**src/rtl/id_hazard_ctrl_pkg.sv**
```systemverilog
// Shared definitions for the ID-stage issue logic: opcodes, FSM states, register index.
// Latency: n/a (package only).
// Backpressure: n/a (package only).
package rv_pkg;

  // Major opcodes (instruction[6:0]) recognised by the ID stage.
  localparam logic [6:0] OP_R      = 7'b0110011;
  localparam logic [6:0] OP_IMM    = 7'b0010011;
  localparam logic [6:0] OP_LOAD   = 7'b0000011;
  localparam logic [6:0] OP_STORE  = 7'b0100011;
  localparam logic [6:0] OP_BRANCH = 7'b1100011;
  localparam logic [6:0] OP_LUI    = 7'b0110111;
  localparam logic [6:0] OP_JAL    = 7'b1101111;

  // Issue FSM: RUN issues normally; BR_WAIT holds issue until EX resolves a branch/JAL.
  typedef enum logic {
    ST_RUN     = 1'b0,
    ST_BR_WAIT = 1'b1
  } br_state_e;

  typedef logic [4:0] reg_idx_t;

endpackage

```
**src/rtl/id_hazard_ctrl_reg_use.sv**
```systemverilog
// Opcode decode into register usage (rs1/rs2 read, rd write) and branch/illegal flags.
// Latency: purely combinational, same cycle.
// Backpressure: none; the caller qualifies the outputs with its valid.
//
// Ports:
//   opcode    in  7  instruction[6:0]
//   rd        in  5  instruction[11:7]
//   uses_rs1  out 1  instruction reads rs1
//   uses_rs2  out 1  instruction reads rs2
//   writes_rd out 1  instruction writes rd (never for x0)
//   is_branch out 1  conditional branch or JAL
//   illegal   out 1  opcode not supported
module id_reg_use
  import rv_pkg::*;
(
  input  logic [6:0] opcode,
  input  logic [4:0] rd,
  output logic       uses_rs1,
  output logic       uses_rs2,
  output logic       writes_rd,
  output logic       is_branch,
  output logic       illegal
);

  logic wr_raw;

  always_comb begin
    uses_rs1  = 1'b0;
    uses_rs2  = 1'b0;
    wr_raw    = 1'b0;
    is_branch = 1'b0;
    illegal   = 1'b0;
    case (opcode)
      OP_R: begin
        uses_rs1 = 1'b1;
        uses_rs2 = 1'b1;
        wr_raw   = 1'b1;
      end
      OP_IMM, OP_LOAD: begin
        uses_rs1 = 1'b1;
        wr_raw   = 1'b1;
      end
      OP_STORE: begin
        uses_rs1 = 1'b1;
        uses_rs2 = 1'b1;
      end
      OP_BRANCH: begin
        uses_rs1  = 1'b1;
        uses_rs2  = 1'b1;
        is_branch = 1'b1;
      end
      OP_LUI: begin
        wr_raw = 1'b1;
      end
      OP_JAL: begin
        wr_raw    = 1'b1;
        is_branch = 1'b1;
      end
      default: begin
        // Unknown opcodes travel down the pipe as a NOP: no reads, no write.
        illegal = 1'b1;
      end
    endcase
  end

  // x0 is hardwired zero, so a write to it never needs tracking.
  assign writes_rd = wr_raw & (rd != 5'd0);

endmodule

```
**src/rtl/id_hazard_ctrl.sv**
```systemverilog
// ID-stage issue control: pending-write scoreboard, RAW/WAW stall, branch hold and flush.
// Latency: issue/stall/bubble/flush are combinational; scoreboard and FSM update at the clock edge.
// Backpressure: a blocked instruction holds IF/ID (stall_if_id) while ID/EX receives a bubble.
//
// Ports:
//   clock, reset                 rising-edge clock, synchronous active-high reset
//   instr_valid, instruction     IF/ID contents
//   wb_regWrite, wb_writeReg     register-file write happening in WB this cycle
//   br_resolve_valid, br_taken   EX resolution of the outstanding branch/JAL
//   issue, stall_if_id, bubble_id_ex, flush_if_id, illegal_instr   per-cycle controls
//   br_error                     sticky branch-protocol error (timeout or stray resolve)
//   stall_count                  saturating count of stall cycles
//   pending                      scoreboard, one bit per architectural register
module id_hazard_ctrl
  import rv_pkg::*;
#(
  parameter int WB_BYPASS  = 0,
  parameter int BR_TIMEOUT = 16,
  parameter int CNT_W      = 32
) (
  input  logic             clock,
  input  logic             reset,
  input  logic             instr_valid,
  input  logic [31:0]      instruction,
  input  logic             wb_regWrite,
  input  logic [4:0]       wb_writeReg,
  input  logic             br_resolve_valid,
  input  logic             br_taken,
  output logic             issue,
  output logic             stall_if_id,
  output logic             bubble_id_ex,
  output logic             flush_if_id,
  output logic             illegal_instr,
  output logic             br_error,
  output logic [CNT_W-1:0] stall_count,
  output logic [31:0]      pending
);

  // Counter only has to reach BR_TIMEOUT-1.
  localparam int TO_W = (BR_TIMEOUT > 1) ? $clog2(BR_TIMEOUT) : 1;
  localparam logic [TO_W-1:0] TO_LAST = TO_W'(BR_TIMEOUT - 1);

  br_state_e       state;
  logic [TO_W-1:0] to_cnt;

  reg_idx_t rs1, rs2, rd;
  logic     uses_rs1, uses_rs2, writes_rd, is_branch, dec_illegal;
  logic     hazard;
  logic [31:0] eff_pending;
  logic [31:0] pending_nxt;

  // Immediate/funct fields are irrelevant to hazard control.
  logic unused_instr_bits;
  assign unused_instr_bits = ^{instruction[31:25], instruction[14:12]};

  assign rd  = instruction[11:7];
  assign rs1 = instruction[19:15];
  assign rs2 = instruction[24:20];

  id_reg_use u_reg_use (
    .opcode    (instruction[6:0]),
    .rd        (rd),
    .uses_rs1  (uses_rs1),
    .uses_rs2  (uses_rs2),
    .writes_rd (writes_rd),
    .is_branch (is_branch),
    .illegal   (dec_illegal)
  );

  // With bypass the register file forwards the WB value, so that register is
  // already safe to read in the WB cycle.
  always_comb begin
    eff_pending = pending;
    if ((WB_BYPASS != 0) && wb_regWrite) begin
      eff_pending[wb_writeReg] = 1'b0;
    end
  end

  // The rd term (WAW) keeps at most one outstanding write per register, so a
  // single scoreboard bit is enough.
  assign hazard = (uses_rs1  & eff_pending[rs1]) |
                  (uses_rs2  & eff_pending[rs2]) |
                  (writes_rd & eff_pending[rd]);

  assign issue         = ~reset & instr_valid & (state == ST_RUN) & ~hazard;
  assign flush_if_id   = ~reset & (state == ST_BR_WAIT) & br_resolve_valid & br_taken;
  // A flushed slot is being squashed, so there is nothing to hold.
  assign stall_if_id   = ~reset & instr_valid & ~issue & ~flush_if_id;
  assign bubble_id_ex  = ~reset & ~issue;
  assign illegal_instr = ~reset & instr_valid & dec_illegal;

  // Clear for the retiring write first, then set for the issuing one, so a
  // same-register collision leaves the new write pending.
  always_comb begin
    pending_nxt = pending;
    if (wb_regWrite) begin
      pending_nxt[wb_writeReg] = 1'b0;
    end
    if (issue && writes_rd) begin
      pending_nxt[rd] = 1'b1;
    end
    pending_nxt[0] = 1'b0;
  end

  always_ff @(posedge clock) begin
    if (reset) begin
      pending     <= '0;
      state       <= ST_RUN;
      to_cnt      <= '0;
      stall_count <= '0;
      br_error    <= 1'b0;
    end else begin
      pending <= pending_nxt;

      if (stall_if_id && !(&stall_count)) begin
        stall_count <= stall_count + 1'b1;
      end

      case (state)
        ST_RUN: begin
          // No branch outstanding, so any resolve is a protocol violation.
          if (br_resolve_valid) begin
            br_error <= 1'b1;
          end
          if (issue && is_branch) begin
            state  <= ST_BR_WAIT;
            to_cnt <= '0;
          end
        end
        ST_BR_WAIT: begin
          if (br_resolve_valid) begin
            state <= ST_RUN;
          end else if (to_cnt == TO_LAST) begin
            br_error <= 1'b1;
            state    <= ST_RUN;
          end else begin
            to_cnt <= to_cnt + 1'b1;
          end
        end
        default: state <= ST_RUN;
      endcase
    end
  end

endmodule

```
**config.mk**
```make
export PLATFORM = sky130hd
export DESIGN_NAME = id_hazard_ctrl
export DESIGN_NICKNAME = d
export VERILOG_FILES = /design/src/rtl/id_hazard_ctrl_pkg.sv /design/src/rtl/id_hazard_ctrl_reg_use.sv /design/src/rtl/id_hazard_ctrl.sv
export SDC_FILE = /design/constraint.sdc
export NUM_CORES = 1
export LEC_CHECK = 0
export ABC_AREA = 1
export BUFFER_PORTS_ARGS = -buffer_cell sky130_fd_sc_hd__buf_4
export CAP_MARGIN = 10
export CORE_MARGIN = 2
export CORE_UTILIZATION = 60
export DETAILED_ROUTE_END_ITERATION = 10
export HOLD_SLACK_MARGIN = 0.02
export PLACE_DENSITY = 0.86
export SLEW_MARGIN = 0
export SYNTH_ARGS = -nofsm -noshare
export SYNTH_HDL_FRONTEND = slang
export SYNTH_SLANG_ARGS = --single-unit
```
**constraint.sdc**
```tcl
create_clock -name clock -period 4.1 [get_ports clock]
set_input_delay 0.41 -clock clock [delete_from_list [all_inputs] [get_ports clock]]
set_output_delay 0.41 -clock clock [all_outputs]
set_load 0.005 [all_outputs]
```
==> flow_summary_export.csv, run 1 <==
group,metric,value,unit
yosys,synth_seq_cells,69,
clock_tree,clk_pin_slew,0.08,ns
clock_tree,cts_buffers,9,
yosys,syn_area_per_cell,6.12,um^2
timing,slew_headroom,0.534,
timing,tightestPinTransition,0.699,ns
timing,finalHoldViolations,0,
timing,tns,0,ns
power_and_ir_drop,vdd_drop_max,175,uV
timing,finClkSkew,0.0142,ns
route,route.detailed.wl_per_inst,15.7,um
yosys,yosys-top-cells-area,"dfxtp_1 (27%), nand2_1 (15%), nand3_1 (9.8%), a21oi_1 (7.6%), nor2_1 (6.0%)",
finish,area_delta_synth_final,16.7,%
grt,grt_max_degree,65,
yosys,synth-edff-count,0,
die,ios,113,
route,via_count,6076,
critical_path,arrival,2.62,ns
power_and_ir_drop,netSwitchingFraction,0.297,
route,antenna_left,0,
power_and_ir_drop,clkPwrFrac,0.366,
grt,grt_pass1_vias,5336,
yosys,syn_nets,878,
clock_tree,clk_latency,0.36,ns
critical_path,reg2reg_depth,12,
worst_hold_path,worstHoldPathType,"input port to flip-flop",
finish,post-route-util,0.725,
route,routed_wirelength,16100,um
timing,slew_violations,0,
critical_path,crit_buf_inv,5,
run,cap_violations,0,
placement,detailed_place_hpwl,11900,um
timing,setup_viol,0,
grt,antenna_found_initial,0,
critical_path,cp_max_fo,34,
yosys,syn_area,5100,um^2
route,drc,0,
clock_tree,cts_tree,"yes",
critical_path,path_delay_family,"simple AND/OR/NAND/NOR gates",
worst_hold_path,whs_endpoint,"br_error",
die,row_count,33,
timing,hold_ws,0.378,ns
die,core_area,8220,um^2
die,fp.dieH,96.2,um
route,drt_iter0_markers,563,
critical_path,max_stage_delay,0.38,ns
yosys,yosysWarnings,0,
power_and_ir_drop,p_per_area,232,nW/um^2
worst_hold_path,min-delay-start,"br_resolve_valid",
power_and_ir_drop,pwr-share-seq,0.489,
die,die-area,9260,um^2
power_and_ir_drop,p_leak,2.55,nW
outcome,outcome,"finished clean",
critical_path,worstReg2RegEnd,"stall_count[3]",
placement,io_buffers,101,
yosys,yosysTopAreaCell,"dfxtp_1",
clock_tree,cts_sinks,69,
yosys,ys_types,38,
route,viasPerCell,5.95,
finish,nNetsFinal,957,
yosys,async_reset_ff_frac,0,
power_and_ir_drop,power,0.00138,W
clock_tree,post_cts_resized,0,
worst_hold_path,holdPathStages,3,
yosys,synthCells,833,
power_and_ir_drop,p_int,0.000972,W
critical_path,startpoint_type,"input port",
clock_tree,cts-root-buf,"clkbuf_8",
critical_path,cp_cell_sequence,"buf_4 -> inv_1 -> nand2_2 -> nor2_1 -> nor2_1 -> nand2_1 -> nand2_1 -> nand2_1 -> nor2_1 -> nand3_1 -> nand2_1 -> inv_2 -> nand3_4 -> clkinv_2 -> nor2_1 -> buf_4",
clock_tree,cts.path.max_buffers,2,
timing,grt_setup_unrepaired,"false",
power_and_ir_drop,p_sw,0.000410,W
critical_path,worstSetupPathType,"input port to output pin",
finish,drive_gt1_frac,0.158,
finish,antenna_cells,0,
yosys,synth-seq-area-share,0.271,
finish,register_area,1380,um^2
yosys,netlist.area_leader.share,0.271,
critical_path,cp-end-kind,"output pin",
critical_path,critPathRequiredTime,3.69,ns
grt,grtUsageTotal,0.352,
yosys,synthFlopType,"dfxtp_1",
critical_path,r2r_setup_slack,1.71,ns
clock_tree,h-tree-depth,3,
clock_tree,ctsHoldBuffers,0,
die,start_util,0.621,
power_and_ir_drop,combPwrFrac,0.145,
grt,grt_pass1_wl,25600,um
placement,gp_congestion,0.934,
critical_path,critPathSlowestCell,"clkinv_2",
timing,period_share,0.738,
yosys,yosysMostFrequentCell,"nand2_1",
yosys,netlist_top_cells_count,"nand2_1 (208), nand3_1 (100), nor2_1 (81), inv_1 (79), a21oi_1 (77)",
timing,fmax,330,MHz
finish,multi_input_area,3150,um^2
timing,fin_crit,3.03,ns
finish,fillCellCount,738,
route,firstDrtPassIters,6,
critical_path,r2r-start,"stall_count[1]",
clock_tree,postCtsSetupBuffers,0,
grt,overflow,0,
die,fp.dieW,96.2,um
metrics by stage:
| step | setup WS, ns | instances | cell area [um^2] |
|---|---|---|---|
| 6_report | 1.07 | 1022 | 5950 |
| 5_1_grt | 0.869 | 1022 | 5950 |
| 4_1_cts | 1.13 | 1022 | 5950 |
| 3_5_place_dp | 1.13 | 1006 | 5790 |
| 3_3_place_gp | 1.21 | 1006 | 5790 |
| 2_1_floorplan | 1.98 | 833 | 5100 |
cells in the final DEF (no fill, tap or decap), types with 2 or more instances in the layout:
master / count
clkbuf_8: 10
buf_4: 107
o21ai_0: 44
nor3_1: 15
xnor2_1: 11
nand4_2: 2
inv_1: 79
nor4_1: 9
ha_1: 2
nor2_2: 3
nand4_1: 40
clkbuf_1: 2
nor2_1: 81
nand2_2: 3
nand3_1: 100
o211ai_1: 7
inv_2: 5
nand2_1: 208
a21oi_1: 77
nand3_2: 5
clkinv_2: 4
xor2_1: 18
dfxtp_1: 69
o21ai_1: 3
worst register-to-register path, cell delays in order, from the launching register on:
cell and delay [ns]:
dfxtp_1 0.45, ha_1 0.28, nand2_2 0.12, nor2_4 0.19
nand2_4 0.11, nor2_8 0.13, nand3_2 0.09, nor2_2 0.13
nand4_2 0.10, nand3_2 0.09, buf_4 0.34, nand2_1 0.14
a21oi_1 0.15
cells by family (layout without fill, tap and decap cells):
| logic type | count (synthesis) | count (layout) | synth area share |
|---|---|---|---|
| adder cells (fa/ha/maj) | 2 | 2 | 0.00490 |
| AND/OR/NAND/NOR | 472 | 472 | 0.423 |
| other | 1 | 1 | 0.000735 |
| AO/OA/AOI/OAI | 136 | 136 | 0.139 |
| XOR/XNOR | 29 | 29 | 0.0498 |
| buffers and inverters | 124 | 208 | 0.112 |
| flip-flops | 69 | 69 | 0.271 |
routing by layer:
metal	share of wire	wire, um	global-route usage	vias up
met5	0	0	0	-
met2	0.47	7610	0.571	348
met4	0.039	632	0.188	0
met3	0.093	1490	0.0579	57
li1	-	-	-	2939
met1	0.40	6360	0.444	2732
power groups by stage:
stage,sequential (W),combinational (W),clock (W)
final,0.000675,0.000200,0.000506
after global routing,0.000676,0.000221,0.000539
after global placement,0.000691,0.000192,0
after detailed placement,0.000691,0.000196,0
after floorplan,0.000691,0.000135,0
after CTS,0.000675,0.000196,0.000510
how the worst max path moves through the flow:
stage | from | endpoint | slack [ns] | depth (start not counted)
after floorplan | instruction[20] | bubble_id_ex | 1.98 | 12
after global placement | instruction[7] | stall_if_id | 1.21 | 16
after detailed placement | instruction[7] | stall_if_id | 1.13 | 16
after CTS | instruction[7] | stall_if_id | 1.13 | 16
after global routing | instruction[7] | stall_if_id | 0.87 | 16
final | instruction[7] | stall_if_id | 1.07 | 16
sequential cells by signal (all words and copies together), names as in the netlist:
register     flops
stall_count     32
pending         31
to_cnt           4
br_error         1
state            1
cell type report:
type,count,area share
Timing Repair Buffer,107,0.135
Tap cell,105,0.0221
Sequential cell,69,0.232
Multi-Input combinational cell,640,0.529
Clock buffer,12,0.0244
Clock inverter,4,0.00399
Inverter,85,0.0538
No activity file was read; power rests on OpenSTA's default activity.
==> run 2: changes to the inputs <==
Settings changed: CORE_UTILIZATION 60 to 55, PLACE_DENSITY 0.86 to 0.8.
Clock period 4.1 ns to 2.97 ns, I/O delays scaled along.
==> flow_summary_export.csv, run 2 (synthesized netlist as in run 1, its figures left out) <==
group,metric,value,unit
outcome,outcome,"finished clean",
power_and_ir_drop,netSwitchingFraction,0.285,
critical_path,cp_max_fo,33,
route,viasPerCell,5.80,
critical_path,cp-end-kind,"flip-flop",
grt,grt_max_degree,65,
timing,finalHoldViolations,0,
power_and_ir_drop,p_sw,0.000608,W
placement,dpl_worst_slack,0.380,ns
finish,mostFrequentLayoutCells,"nand2_1 (208), buf_4 (109), nand3_1 (100)",
die,start_util,0.560,
run,cap_violations,0,
clock_tree,ctsHoldBuffers,0,
critical_path,critPathRequiredTime,3.23,ns
die,row_count,35,
placement,io_buffers,101,
timing,finClkSkew,0.0118,ns
worst_hold_path,worstHoldPathType,"input port to flip-flop",
clock_tree,clk_pin_slew,0.09,ns
route,firstDrtPassIters,5,
grt,overflow,0,
critical_path,worstReg2RegEnd,"stall_count[25]",
timing,tns,0,ns
critical_path,worstSetupPathType,"flip-flop to flip-flop",
finish,regMostFlops,"stall_count",
timing,hold_ws,0.267,ns
finish,largestRegisters,"stall_count: 32 flops, pending: 31 flops, to_cnt: 4 flops",
placement,place_area,5810,um^2
finish,nNetsFinal,959,
grt,grt_pass1_vias,5231,
power_and_ir_drop,p_per_area,353,nW/um^2
clock_tree,post_cts_resized,0,
timing,setup_slack,0.506,ns
clock_tree,postCtsSetupBuffers,0,
finish,postLayoutCellArea,6040,um^2
power_and_ir_drop,clkPwrFrac,0.431,
clock_tree,h-tree-depth,3,
placement,gp_congestion,0.952,
critical_path,r2r-start,"stall_count[1]",
power_and_ir_drop,p_leak,2.58,nW
die,fp.dieW,100,um
route,via_count,5979,
timing,fin_crit,2.46,ns
timing,grt_setup_unrepaired,"false",
critical_path,r2r_setup_slack,0.51,ns
finish,final_common_cell,"nand2_1",
finish,drive_gt1_frac,0.162,
power_and_ir_drop,pwr-share-seq,0.438,
finish,largest_register_ffs,32,
timing,period_share,0.829,
power_and_ir_drop,p_int,0.00152,W
route,drt_iter0_markers,563,
clock_tree,cts_tree,"yes",
die,core_area,9110,um^2
clock_tree,cts_buffers,9,
route,drc,0,
die,die-area,10100,um^2
worst_hold_path,whs_endpoint,"br_error",
die,ios,113,
placement,detailed_place_hpwl,12300,um
grt,antenna_found_initial,0,
route,antenna_left,0,
timing,setup_viol,0,
critical_path,reg2reg_depth,11,
clock_tree,clk_latency,0.35,ns
clock_tree,cts.path.max_buffers,2,
timing,slew_violations,0,
route,routed_wirelength,16500,um
grt,grt_pass1_wl,26500,um
critical_path,arrival,2.73,ns
die,fp.dieH,100,um
worst_hold_path,min-delay-start,"br_resolve_valid",
grt,grtUsageTotal,0.327,
worst_hold_path,holdPathStages,4,
clock_tree,cts-root-buf,"clkbuf_8",
route,route.detailed.wl_per_inst,16.0,um
critical_path,startpoint_type,"flip-flop",
timing,slew_headroom,0.542,
clock_tree,cts_sinks,69,
timing,tightestPinTransition,0.687,ns
power_and_ir_drop,combPwrFrac,0.131,
finish,antenna_cells,0,
finish,area_delta_synth_final,18.4,%
power_and_ir_drop,vdd_drop_max,239,uV
timing,fmax,406,MHz
run 2: cell types whose count changed in the layout (fill, tap and decap cells not counted):
cell        previous run  this run
clkinvlp_4             0         2
clkinv_4               1         0
inv_6                  0         2
buf_4                107       109
clkbuf_1               2         0
clkinv_2               4         1
bufinv_16              0         2
run 2: routing by layer:
metal	part of all wire	wire, um	global-route usage	vias to the layer above
met1	0.46	7590	0.514	2691
li1	-	-	-	2937
met2	0.41	6750	0.458	322
met4	0.014	236	0.0727	0
met3	0.12	1920	0.0606	29
met5	0	0	0	-
run 2: worst max-delay path by stage:
stage,startpoint,to,slack (ns),depth (start not counted)
floorplan,stall_count[1],stall_count[31],1.04,12
global placement,instruction[7],stall_count[1],0.45,16
detailed placement,instruction[15],stall_count[15],0.38,13
CTS,stall_count[1],stall_count[12],0.55,11
global route,stall_count[1],stall_count[12],0.30,11
finish,stall_count[1],stall_count[25],0.51,11
run 2: critical path, stage by stage (launching register included):
cell and delay (ns):
dfxtp_1 0.44, ha_1 0.28, nand2_2 0.11, nor2_4 0.17
nand2_4 0.10, nor2_8 0.13, nand3_2 0.08, nor2_2 0.14
nand4_2 0.13, nand3_2 0.48, nand2_1 0.10, a21oi_1 0.19
run 2: metrics by stage:
step | std cells | total power (W) | util
6_report | 1030 | 0.00213 | 0.663
3_3_place_gp | 1014 | 0.00122 | 0.638
3_5_place_dp | 1014 | 0.00123 | 0.638
5_1_grt | 1030 | 0.00220 | 0.663
2_1_floorplan | 833 | 0.00114 | -
4_1_cts | 1030 | 0.00212 | 0.663
run 2: area by class of cell:
type	instances	area, um^2
Clock inverter	6	92.6
Clock buffer	10	138
Fill cell	860	3070
Tap cell	111	139
Inverter	85	320
Sequential cell	69	1380
Multi-Input combinational cell	640	3150
Timing Repair Buffer	109	818
run 2: power by group through the flow:
stage,sequential (W),clock (W),combinational [W]
2_1_floorplan,0.000953,0,0.000187
3_3_place_gp,0.000954,0,0.000267
4_1_cts,0.000932,0.000916,0.000274
6_report,0.000932,0.000917,0.000280
5_1_grt,0.000933,0.000954,0.000310
3_5_place_dp,0.000954,0,0.000273
